**src/rtl/mem_arb_pkg.sv**
```systemverilog
// Shared types and constants for the two-port main-memory arbiter.
package mem_arb_pkg;

   localparam int DEF_AW = 16;
   localparam int DEF_DW = 16;

   localparam logic PORT_CPU = 1'b0;
   localparam logic PORT_AUX = 1'b1;

   localparam logic [1:0] ST_IDLE  = 2'd0;
   localparam logic [1:0] ST_ISSUE = 2'd1;
   localparam logic [1:0] ST_WAIT  = 2'd2;

   typedef enum logic [1:0] {
      IDLE  = ST_IDLE,
      ISSUE = ST_ISSUE,
      WAIT  = ST_WAIT
   } state_e;

endpackage

```
**src/rtl/mem_arbiter_if.sv**
```systemverilog
// One master's command/response port into the memory arbiter.
interface mem_arbiter_if #(
   parameter int AW = 16,
   parameter int DW = 16
);
   // Handshake: master raises req with we/addr/wdata and holds them until it
   // sees gnt (a one-cycle pulse meaning the command reached memory); a read
   // later returns a one-cycle rvalid, and rdata holds until that port's next read.
   logic          req;
   logic          we;
   logic [AW-1:0] addr;
   logic [DW-1:0] wdata;
   logic          gnt;
   logic          rvalid;
   logic [DW-1:0] rdata;

   modport master (output req, we, addr, wdata, input gnt, rvalid, rdata);
   modport slave  (input req, we, addr, wdata, output gnt, rvalid, rdata);
endinterface

```
**src/rtl/mem_arb_pick.sv**
```systemverilog
// Fixed-priority pick (CPU first) with a starvation counter that forces
// the aux port through after MAX_HOLD consecutive CPU wins.
module mem_arb_pick
   import mem_arb_pkg::*;
#(
   parameter int MAX_HOLD = 4
) (
   input  logic clk,
   input  logic rst,
   input  logic en,
   input  logic take,
   input  logic req0,
   input  logic req1,
   output logic winner,
   output logic valid
);

   localparam logic [3:0] HOLD = 4'(MAX_HOLD);

   logic [3:0] starve_cnt;

   always_comb begin
      valid  = en & (req0 | req1);
      winner = (req1 && (!req0 || starve_cnt == HOLD)) ? PORT_AUX : PORT_CPU;
   end

   // Counter only moves on IDLE cycles; it tracks CPU wins made over a waiting aux.
   always_ff @(posedge clk or negedge rst) begin
      if (!rst) begin
         starve_cnt <= '0;
      end else if (take) begin
         if (!req1) begin
            starve_cnt <= '0;
         end else if (valid) begin
            if (winner == PORT_AUX) starve_cnt <= '0;
            else if (starve_cnt != HOLD) starve_cnt <= starve_cnt + 4'd1;
         end
      end
   end

endmodule

```
**src/rtl/mem_arbiter.sv**
```systemverilog
// Serialises CPU (p0) and aux (p1) accesses onto the single main memory,
// one access outstanding at a time.
module mem_arbiter
   import mem_arb_pkg::*;
#(
   parameter int AW       = DEF_AW,
   parameter int DW       = DEF_DW,
   parameter int RD_LAT   = 1,
   parameter int MAX_HOLD = 4
) (
   input  logic          clk,
   input  logic          rst,
   input  logic          en,
   mem_arbiter_if.slave  p0,
   mem_arbiter_if.slave  p1,
   output logic          mem_en,
   output logic          mem_rw,
   output logic [AW-1:0] mem_addr,
   output logic [DW-1:0] mem_din,
   input  logic [DW-1:0] mem_dout,
   output logic          busy,
   output state_e        state_dbg
);

   localparam logic [1:0] LAST_WAIT = 2'(RD_LAT - 1);

   logic [1:0]    state;
   logic          win;
   logic [1:0]    wait_cnt;
   logic          rvalid0, rvalid1;
   logic [DW-1:0] rdata0, rdata1;
   logic          pick_winner, pick_valid;

   mem_arb_pick #(.MAX_HOLD(MAX_HOLD)) u_pick (
      .clk    (clk),
      .rst    (rst),
      .en     (en),
      .take   (state == ST_IDLE),
      .req0   (p0.req),
      .req1   (p1.req),
      .winner (pick_winner),
      .valid  (pick_valid)
   );

   // Combinational from state so an asynchronous reset drops mem_en at once.
   assign mem_en    = (state == ST_ISSUE);
   assign busy      = (state != ST_IDLE);
   assign state_dbg = state_e'(state);

   assign p0.gnt    = mem_en & (win == PORT_CPU);
   assign p1.gnt    = mem_en & (win == PORT_AUX);
   assign p0.rvalid = rvalid0;
   assign p1.rvalid = rvalid1;
   assign p0.rdata  = rdata0;
   assign p1.rdata  = rdata1;

   always_ff @(posedge clk or negedge rst) begin
      if (!rst) begin
         state    <= ST_IDLE;
         win      <= PORT_CPU;
         wait_cnt <= '0;
         mem_rw   <= 1'b0;
         mem_addr <= '0;
         mem_din  <= '0;
         rdata0   <= '0;
         rdata1   <= '0;
         rvalid0  <= 1'b0;
         rvalid1  <= 1'b0;
      end else begin
         rvalid0 <= 1'b0;
         rvalid1 <= 1'b0;
         case (state)
            ST_IDLE: begin
               if (pick_valid) begin
                  state <= ST_ISSUE;
                  win   <= pick_winner;
                  if (pick_winner == PORT_AUX) begin
                     mem_rw   <= p1.we;
                     mem_addr <= p1.addr;
                     mem_din  <= p1.wdata;
                  end else begin
                     mem_rw   <= p0.we;
                     mem_addr <= p0.addr;
                     mem_din  <= p0.wdata;
                  end
               end
            end
            ST_ISSUE: begin
               wait_cnt <= '0;
               state    <= mem_rw ? ST_IDLE : ST_WAIT;
            end
            ST_WAIT: begin
               if (wait_cnt == LAST_WAIT) begin
                  state <= ST_IDLE;
                  if (win == PORT_AUX) begin
                     rdata1  <= mem_dout;
                     rvalid1 <= 1'b1;
                  end else begin
                     rdata0  <= mem_dout;
                     rvalid0 <= 1'b1;
                  end
               end else begin
                  wait_cnt <= wait_cnt + 2'd1;
               end
            end
            default: state <= ST_IDLE;
         endcase
      end
   end

endmodule

```
**src/flat_wrapper.sv**
```systemverilog
// flat-port wrapper written by rule: the top's interface ports become plain ports
module mem_arbiter_flat import mem_arb_pkg::*;
#(
   parameter int AW       = DEF_AW,
   parameter int DW       = DEF_DW,
   parameter int RD_LAT   = 1,
   parameter int MAX_HOLD = 4
)
  (clk, rst, en, mem_en, mem_rw, mem_addr, mem_din, mem_dout, busy, state_dbg, p0_req, p0_we, p0_addr, p0_wdata, p0_gnt, p0_rvalid, p0_rdata, p1_req, p1_we, p1_addr, p1_wdata, p1_gnt, p1_rvalid, p1_rdata);
  mem_arbiter_if #(.AW(AW), .DW(DW)) p0_i ();
  mem_arbiter_if #(.AW(AW), .DW(DW)) p1_i ();
  input  logic clk;
  input  logic rst;
  input  logic en;
  output logic mem_en;
  output logic mem_rw;
  output logic [AW-1:0] mem_addr;
  output logic [DW-1:0] mem_din;
  input  logic [DW-1:0] mem_dout;
  output logic busy;
  output state_e state_dbg;
  input wire logic [$bits(p0_i.req)-1:0] p0_req;
  input wire logic [$bits(p0_i.we)-1:0] p0_we;
  input wire logic [$bits(p0_i.addr)-1:0] p0_addr;
  input wire logic [$bits(p0_i.wdata)-1:0] p0_wdata;
  output wire logic [$bits(p0_i.gnt)-1:0] p0_gnt;
  output wire logic [$bits(p0_i.rvalid)-1:0] p0_rvalid;
  output wire logic [$bits(p0_i.rdata)-1:0] p0_rdata;
  input wire logic [$bits(p1_i.req)-1:0] p1_req;
  input wire logic [$bits(p1_i.we)-1:0] p1_we;
  input wire logic [$bits(p1_i.addr)-1:0] p1_addr;
  input wire logic [$bits(p1_i.wdata)-1:0] p1_wdata;
  output wire logic [$bits(p1_i.gnt)-1:0] p1_gnt;
  output wire logic [$bits(p1_i.rvalid)-1:0] p1_rvalid;
  output wire logic [$bits(p1_i.rdata)-1:0] p1_rdata;
  assign p0_i.req = p0_req;
  assign p0_i.we = p0_we;
  assign p0_i.addr = p0_addr;
  assign p0_i.wdata = p0_wdata;
  assign p0_gnt = p0_i.gnt;
  assign p0_rvalid = p0_i.rvalid;
  assign p0_rdata = p0_i.rdata;
  assign p1_i.req = p1_req;
  assign p1_i.we = p1_we;
  assign p1_i.addr = p1_addr;
  assign p1_i.wdata = p1_wdata;
  assign p1_gnt = p1_i.gnt;
  assign p1_rvalid = p1_i.rvalid;
  assign p1_rdata = p1_i.rdata;
  mem_arbiter #(.AW(AW), .DW(DW), .RD_LAT(RD_LAT), .MAX_HOLD(MAX_HOLD)) u_core (.clk(clk), .rst(rst), .en(en), .p0(p0_i), .p1(p1_i), .mem_en(mem_en), .mem_rw(mem_rw), .mem_addr(mem_addr), .mem_din(mem_din), .mem_dout(mem_dout), .busy(busy), .state_dbg(state_dbg));
endmodule
```
**config.mk**
```make
export PLATFORM = sky130hd
export DESIGN_NAME = mem_arbiter_flat
export DESIGN_NICKNAME = d
export VERILOG_FILES = /design/src/rtl/mem_arb_pkg.sv /design/src/rtl/mem_arbiter_if.sv /design/src/rtl/mem_arb_pick.sv /design/src/rtl/mem_arbiter.sv /design/src/flat_wrapper.sv
export SDC_FILE = /design/constraint.sdc
export NUM_CORES = 1
export LEC_CHECK = 0
export CORE_MARGIN = 5
export CORE_UTILIZATION = 45
export DETAILED_ROUTE_END_ITERATION = 12
export PLACE_DENSITY_LB_ADDON = 0.05
export SLEW_MARGIN = 30
export SYNTH_ARGS = -nofsm -noshare
export SYNTH_HDL_FRONTEND = slang
export SYNTH_SLANG_ARGS = --single-unit
export TNS_END_PERCENT = 10
```
**constraint.sdc**
```tcl
create_clock -name clk -period 4.95 [get_ports clk]
set_input_delay 0.7425 -clock clk [delete_from_list [all_inputs] [get_ports clk]]
set_output_delay 0.7425 -clock clk [all_outputs]
set_load 0.02 [all_outputs]
```
## Word level (Yosys, flattened, before mapping)

Cells that the tools add are included.

- $add $sub $neg: 2
- Eq/ne operators: 9
- Reductions and logical operators: 13
- Bitwise logic cells: 5
- Muxes and demuxes: 20

Operators by type and width:

| kind | count |
|---|---|
| $mux 16 | 2 |
| $mux 4 | 4 |
| $reduce_and 3->1 | 3 |
| $mux 1 | 8 |
| $mux 2 | 4 |
| $ne 2x1->1 const B | 3 |
| $pmux 2 s3 | 1 |
| $reduce_and 2->1 | 3 |
| $add 4x1->4 const B | 1 |
| $eq 4x3->1 const B | 1 |
| $logic_not 2->1 | 2 |
| $ne 4x3->1 const B | 1 |
| $pmux 2 s2 | 1 |
| $reduce_bool 2->1 | 2 |
| $and 1x1->1 | 3 |
| $ne 3x1->1 const B | 1 |
| $add 2x1->2 const B | 1 |
| $eq 2x1->1 const B | 1 |
| $eq 2x2->1 const B | 1 |
| $ne 2x2->1 const B | 1 |
| $logic_and 1x1->1 | 1 |
| $logic_not 1->1 | 1 |
| $logic_or 1x1->1 | 1 |
| $not 1->1 | 1 |
| $or 1x1->1 | 1 |

- Logic and storage cells: 60
- Input port bits: 87
- Register bits: 76
- Output and inout bits: 73

## Depth between registers and ports, before layout

Gate-level depths: netlist of the first run.

- Word-level depth: 7
- Depth in mapped cells: 6

## Modules after synthesis

Synthesis of the first run repeated with hierarchy kept, for this count alone.

- Cells, all modules: 269
- Area, all modules: 3378.2 um^2

By module, submodules not included:

| module | cells an instance | area an instance (um^2) | times used | sequential area each (um^2) |
|---|---|---|---|---|
| mem_arbiter | 242 | 3100.5 | 1 | 1801.7 |
| mem_arb_pick | 27 | 277.8 | 1 | 100.1 |

## Least setup slack after synthesis of the first run

OpenSTA, ideal clock, no wires.

- Path type: register -> output
- From: reg u_core.state[0], in the netlist u_core.state_dbg[0]
- To: out p1_gnt
- Data arrival time: 1.190 ns
- Required time: 4.208 ns
- Cell stages (with the launch flop): 5
- Path slack: 3.017 ns
- Path through: dfrtp_1 -> buf_2 -> nand2b_1 -> inv_1 -> and2_1

- Word-level cells in the longest chain between the ends: 2

RTL lines:

| item | line | source |
|---|---|---|
| from (decl) | mem_arbiter.sv:27 | `logic [1:0] state;` |
| from (signal assigned) | mem_arbiter.sv:90 | `state <= mem_rw ? ST_IDLE : ST_WAIT;` |
| $eq 2x1->1 | mem_arbiter.sv:46 | `assign mem_en = (state == ST_ISSUE);` |
| via mem_en | flat_wrapper.sv:15 | `output logic mem_en;` |
| $and 1x1->1 | mem_arbiter.sv:51 | `assign p1.gnt = mem_en & (win == PORT_AUX);` |
| to (decl) | flat_wrapper.sv:33 | `output wire logic [$bits(p1_i.gnt)-1:0] p1_gnt;` |

The timed path passes the listed nets, and every way through them passes these cells.

## Final worst setup path of the first run

- From: in p1_req
- To: reg u_core.mem_addr[2]

- Word-level cells in the longest chain between the ends: 3
- Elaborated cells on any way between the ends: 6
- Those cells by class: 2 x mux; 2 x bitwise; 2 x reduce/logical

RTL lines:

| item | line | source |
|---|---|---|
| from (decl) | flat_wrapper.sv:29 | `input wire logic [$bits(p1_i.req)-1:0] p1_req;` |
| $or 1x1->1 or $logic_and 1x1->1 (tied branches) | mem_arb_pick.sv:23, mem_arb_pick.sv:24 |  |
| $and 1x1->1 or $mux 1 (tied branches) | mem_arb_pick.sv:23, mem_arb_pick.sv:24 |  |
| $reduce_and 2->1 (no line) or $mux 16 (tied branches) | - |  |
| to (signal assigned) | mem_arbiter.sv:79 | `mem_addr <= p1.addr;` |
| to (signal assigned) | mem_arbiter.sv:83 | `mem_addr <= p0.addr;` |
| to (decl) | mem_arbiter.sv:18 | `output logic [AW-1:0] mem_addr,` |

Parallel ways exist; a longest one is shown, timed or not.
A chain may end at the register's enable or synchronous reset.

==> results.cfg, run 1 <==
[status]
status = finished, final reports clean

[place]
placedCellCount = 561
portBuffers = 159
place.gp.congestion = 0.7948
dp_slack_ps = 1835
dp_hpwl_um = 7038

[logic_synthesis]
ys_async_sr_fraction_pct = 100.0
syn_area_um2 = 3541
yosysSeqAreaShare_pct = 53.71
synth_top_cell_by_area = dfrtp_1
synth-seq-cells = 76
synth_cells = 323
synth-edff-count = 0
yosysTopAreaCellShare_pct = 53.71
synth_warnings = 0
syn-num-nets = 413
ys_types = 36
avgSynthCellArea_um2 = 10.96
synth_area_leaders = dfrtp_1 54%, mux2_2 7.3%, a31oi_1 5.8%, o21ai_0 5.4%, nand3_1 4.9%
synth-main-ff-cell = dfrtp_1

[setup_path]
cp-start-kind = input pin
worstPathCellList = clkdlybuf4s50_1 -> o21a_1 -> buf_4 -> and2_1 -> buf_4 -> a31oi_1
timing.critical_path.buf_inv = 3
arrival_ps = 2990
crit_family = buffers and inverters
worst_r2r_path_depth = 5
max_stage_delay_ps = 730
rr_startpoint = u_core.state_dbg[0]
cp_max_fo = 34
cp_slowest_cell = and2_1
timing.rr.end = u_core.mem_addr[2]
required_ps = 5160
worstSetupPathType = in -> reg
reg2reg_slack_ps = 2540
cp_common_cell = buf_4
endpoint_kind = flip-flop

[clock_tree]
clk_latency_ps = 330
cts_max_level = 3
cts_made_buffers = 9
clock_path_buffers = 2
tritoncts = built
cts_root_buffer = clkbuf_8
clkTransAtPathRegs_ps = 80
post_cts_buffers = 0
cts.sinks = 76
ctsHoldBuffers = 0
postCtsResizedCells = 0

[job]
maxCapViolCount = 0

[detailed_routing]
vias = 3203
wl_um = 10010
drtIter0Drc = 73
drtAntennaViolNets = 0
route.detailed.drc = 0
dr.pass1.iters = 4
viasPerCell = 5.542
drt-wirelength-per-cell_um = 17.31

[grt]
grt_pass1_vias = 3167
overflow = 0
grt_start_max_net_pins = 77
grt_usage_pct = 20.25
grt_pass1_wl_um = 16010
antenna_found_initial = 0

[power_and_ir_drop]
p_switching_w = 0.0008667
swShare_pct = 34.24
internal-power_w = 0.001665
ir_drop_mv = 0.2172
power.density_nw_per_um2 = 472.8
p_clk_share_pct = 18.6
seqPwrFrac_pct = 37.4
total_power_w = 0.002532
p_leak_nw = 2.178
pwr-share-comb_pct = 43.9

[timing]
slew-limit-headroom_pct = 35.20
finalSetupTns_ps = 0
fmax_mhz = 359.1
fin_crit_ps = 2785
worst_slack_ps = 2165
finalSetupViolations = 0
slew_viol_final = 0
hold_viol = 0
skew_ps = 6.946
worstMarginPinSlew_ps = 972.0
rsz0062_at_grt = false
min_period_over_period_pct = 56.26

[floorplanning]
io_pins = 160
die_h_um = 98.71
die_w_um = 98.71
num_rows = 32
die_area_um2 = 9743
initial_core_util_pct = 46.06
design.core.area_um2 = 7687

[finish]
stdcell_count = 578
area_growth_pct = 51.20
fin_nets = 561
n_antenna_cell = 0
final_common_cell = clkdlybuf4s50_1
drive_above_1_share_pct = 12.82
most-common-layout-cells = 158 x clkdlybuf4s50_1, 76 x dfrtp_1, 38 x o21ai_0
num-fill-cells = 618

[hold_path]
hp-class = in -> async
==> per-layer routing <==
layer / vias to the layer above / share of wire, % / GRT usage (%)
met4: 0 / 2.9 / 7.563
met5: - / 0 / 0
met3: 21 / 6.1 / 5.237
met1: 1573 / 40 / 24.43
li1: 1482 / - / -
met2: 127 / 51 / 34.89
==> registers in the layout, indices dropped and copies added, names as in the netlist <==
| signal | cells |
|---|---|
| u_core.wait_cnt | 2 |
| u_core.state_dbg | 2 |
| u_core.mem_rw | 1 |
| u_core.p1.rvalid | 1 |
| u_core.mem_addr | 16 |
| u_core.u_pick.starve_cnt | 4 |
| u_core.p0.rvalid | 1 |
| u_core.p0.rdata | 16 |
| u_core.win | 1 |
| u_core.mem_din | 16 |
| u_core.p1.rdata | 16 |
==> area by class of cell <==
| type | instances | area [um2] | share of cell area (%) |
|---|---|---|---|
| flip-flops and latches | 76 | 1902 | 35.52 |
| inverters | 9 | 33.78 | 0.6310 |
| clock buffers | 10 | 137.6 | 2.571 |
| clock inverters | 6 | 63.81 | 1.192 |
| multi-input cells | 210 | 1444 | 26.97 |
| repair buffers | 165 | 1645 | 30.73 |
| well taps | 102 | 127.6 | 2.384 |
==> cell families (layout without fill, tap and decap cells) <==
kind of cell	count (synthesis)	count (layout)	share of synthesized area, %
buffers and inverters	37	190	5.618
muxes	33	33	11.55
adders and majority gates	3	3	1.060
DFF	76	76	53.71
and+or+nand+nor	61	61	10.18
AOI/OAI and AO/OA	113	113	17.88
==> synth_stat cells (2+ instances only) <==
| master | n |
|---|---|
| a22o_1 | 3 |
| nand2b_1 | 3 |
| and2_1 | 3 |
| a21oi_1 | 33 |
| mux2_4 | 10 |
| inv_1 | 9 |
| nor2b_1 | 2 |
| clkbuf_2 | 3 |
| nand3b_1 | 2 |
| dfrtp_1 | 76 |
| mux2_2 | 23 |
| nor2_1 | 3 |
| buf_2 | 8 |
| o22ai_1 | 2 |
| nand2_1 | 3 |
| ha_1 | 3 |
| o21ai_0 | 38 |
| clkbuf_1 | 12 |
| buf_6 | 4 |
| nand3_1 | 35 |
| a31oi_1 | 33 |
==> how the worst max path moves through the flow <==
stage                             start                   to  slack, ps  depth (start not counted)
floorplan           u_core.state_dbg[0]               p1_gnt       3020                          4
global placement                 p1_req  u_core.mem_addr[11]       1880                          6
detailed placement               p1_req  u_core.mem_addr[10]       1830                          6
CTS                              p1_req   u_core.mem_addr[8]       2210                          6
global route                     p1_req    u_core.mem_din[1]       2050                          6
finish                           p1_req   u_core.mem_addr[2]       2170                          6
==> per-stage QoR <==
stage / instance area (um2) / util (%) / hold slack [ps]
floorplan: 3541 / - / 446.9
global placement: 5132 / 66.76 / 484.2
detailed placement: 5134 / 66.78 / 491.9
CTS: 5335 / 69.40 / 509.6
global route: 5354 / 69.65 / 466.4
finish: 5354 / 69.65 / 417.9
==> power groups by stage <==
stage	clock network, W	logic, W	registers (W)
3_5_place_dp	0	0.00112	0.000960
5_1_grt	0.000516	0.00117	0.000975
3_3_place_gp	0	0.00110	0.000954
4_1_cts	0.000486	0.00112	0.000950
2_1_floorplan	0	0.000295	0.00121
6_report	0.000472	0.00111	0.000948
==> worst register-to-register path, cell delays in order, from the launching register on <==
cell	delay [ps]
dfrtp_1	530
nor2_2	190
buf_4	380
and2_1	740
buf_4	330
a31oi_1	110
(Power assumes the default switching activity.)
==> run 2: changes to the inputs <==
--- a/config.mk
+++ b/config.mk
@@ -6,7 +6,7 @@
 export NUM_CORES = 1
 export LEC_CHECK = 0
 export CORE_MARGIN = 5
-export CORE_UTILIZATION = 45
+export CORE_UTILIZATION = 38
 export DETAILED_ROUTE_END_ITERATION = 12
 export PLACE_DENSITY_LB_ADDON = 0.05
 export SLEW_MARGIN = 30
==> constraint.sdc (replaced) <==
create_clock -name clk -period 2.3 [get_ports clk]
set_input_delay 0.345 -clock clk [delete_from_list [all_inputs] [get_ports clk]]
set_output_delay 0.345 -clock clk [all_outputs]
set_load 0.02 [all_outputs]
==> run 2 against run 1 <==
- non-clock buffer count up 7
- sequential power up 120%
- register-to-register slack worse by 2000 ps
- largest power group unchanged
- highest routed layer unchanged
==> results.cfg, run 2 (same netlist as run 1, synthesis figures left out) <==
[grt]
grt_start_max_net_pins = 41
grt_pass1_vias = 3246
antenna_found_initial = 1
overflow = 0
grt_pass1_wl_um = 16610
grt_usage_pct = 18.44

[clock_tree]
cts_made_buffers = 9
tritoncts = built
cts_root_buffer = clkbuf_8
clk_latency_ps = 340
clock_path_buffers = 2
cts.sinks = 76
cts_max_level = 3
clkTransAtPathRegs_ps = 90

[detailed_routing]
wl_um = 10580
drt-wirelength-per-cell_um = 17.82
viasPerCell = 5.345
vias = 3175
route.detailed.drc = 0
drtAntennaViolNets = 0
drtIter0Drc = 124
dr.pass1.iters = 4

[finish]
drive_above_1_share_pct = 13.90
num-fill-cells = 802
fin_nets = 568
area_growth_pct = 54.56
final_common_cell = clkdlybuf4s50_1
most-common-layout-cells = 158 x clkdlybuf4s50_1, 74 x dfrtp_1, 38 x o21ai_0

[timing]
rsz0062_at_grt = false
finalSetupTns_ps = 0
skew_ps = 14.62
hold_viol = 0
worstMarginPinSlew_ps = 504.3
fmax_mhz = 460.3
slew-limit-headroom_pct = 66.38
min_period_over_period_pct = 94.46
slew_viol_final = 0
worst_slack_ps = 127.5
fin_crit_ps = 2173
finalSetupViolations = 0

[job]
maxCapViolCount = 0

[place]
dp_hpwl_um = 7406
portBuffers = 159
dp_slack_ps = 347.4
place.gp.congestion = 0.8264

[setup_path]
cp-start-kind = flip-flop
cp_slowest_cell = clkdlybuf4s50_1
required_ps = 1960
cp_max_fo = 8
worstSetupPathType = reg -> out
reg2reg_slack_ps = 520
worst_r2r_path_depth = 6
worstPathCellList = nand2b_1 -> inv_1 -> and2_1 -> clkdlybuf4s50_1
timing.rr.end = u_core.p0.rdata[1]
arrival_ps = 1830
endpoint_kind = primary output
rr_startpoint = u_core.wait_cnt[0]
max_stage_delay_ps = 600
timing.critical_path.buf_inv = 2
crit_family = buffers and inverters

[floorplanning]
die_w_um = 106.5
num_rows = 35
io_pins = 160
die_area_um2 = 11350
design.core.area_um2 = 9153
initial_core_util_pct = 38.69
die_h_um = 106.5

[power_and_ir_drop]
total_power_w = 0.005550
power.density_nw_per_um2 = 1014
p_leak_nw = 2.236
ir_drop_mv = 0.3578

[hold_path]
whs_endpoint = u_core.state_dbg[1]
hp-class = reg -> reg
min-delay-start = u_core.mem_rw
holdPathStages = 1

[status]
status = finished, final reports clean
run 2: cell count changes in the layout (fill, tap and decap cells not counted), moves of 2 or more:
cell,before,now
buf_12,0,4
buf_4,5,9
clkinvlp_4,2,0
dfrtp_1,76,74
dfrtp_2,0,2
run 2: worst register-to-register path, cell delays in order, from the launching register on:
cell	delay (ps)
dfrtp_1	410
inv_1	70
ha_1	300
nand2_2	100
nor3_4	100
buf_4	300
mux2_2	380
run 2: area by class of cell:
cell class                 count  area, um2  share of cell area (%)
inverter                       9      33.78                  0.6173
antenna                        1      2.502                 0.04572
tap                          111      138.9                   2.538
multi-input combinational    210       1443                   26.36
clock buffer                   9      123.9                   2.263
timing repair buffer         172       1739                   31.78
sequential                    76       1904                   34.80
clock inverter                 6      87.58                   1.600
run 2: stage by stage:
step	hold WS, ps	utilization, %	instance area, um2	std cells
2_1_floorplan	49.41	-	3541	323
3_3_place_gp	346.6	57.32	5246	577
3_5_place_dp	345.6	57.32	5246	577
4_1_cts	498.0	59.75	5469	593
5_1_grt	516.4	59.79	5473	594
6_report	490.9	59.79	5473	594
run 2: timing repair:
item / CTS / global route
gates cloned: 0 / 0
hold endpoints to repair: 36 / 0
hold buffers: 1 / 0
buffers inserted: 0 / 0
endpoints found under the setup margin: 1 / 1
gates resized for setup: 1 / 1
run 2: how the worst max path moves through the flow:
stage / start / endpoint / slack [ps] / depth (start not counted)
global placement: u_core.state_dbg[0] / p1_gnt / 380 / 4
floorplan: u_core.wait_cnt[0] / u_core.p0.rdata[10] / 600 / 6
finish: u_core.state_dbg[1] / p1_gnt / 130 / 4
global route: u_core.state_dbg[1] / p1_gnt / 40 / 4
detailed placement: p1_req / u_core.mem_din[8] / 350 / 5
CTS: u_core.state_dbg[1] / p1_gnt / 50 / 4
run 2: power by group:
part / switching [W] / internal [W] / total (W)
sequential: 0.000253 / 0.00178 / 0.00204
clock: 0.000495 / 0.000607 / 0.00110
combinational: 0.00112 / 0.00128 / 0.00241
run 2: routing by layer:
| layer | global-route usage (%) | vias to the layer above | routed length [um] |
|---|---|---|---|
| met1 | 24.07 | 1517 | 4447 |
| met5 | 0 | - | 0 |
| met3 | 4.554 | 23 | 763 |
| li1 | - | 1496 | - |
| met4 | 9.589 | 0 | 305 |
| met2 | 28.37 | 139 | 5067 |
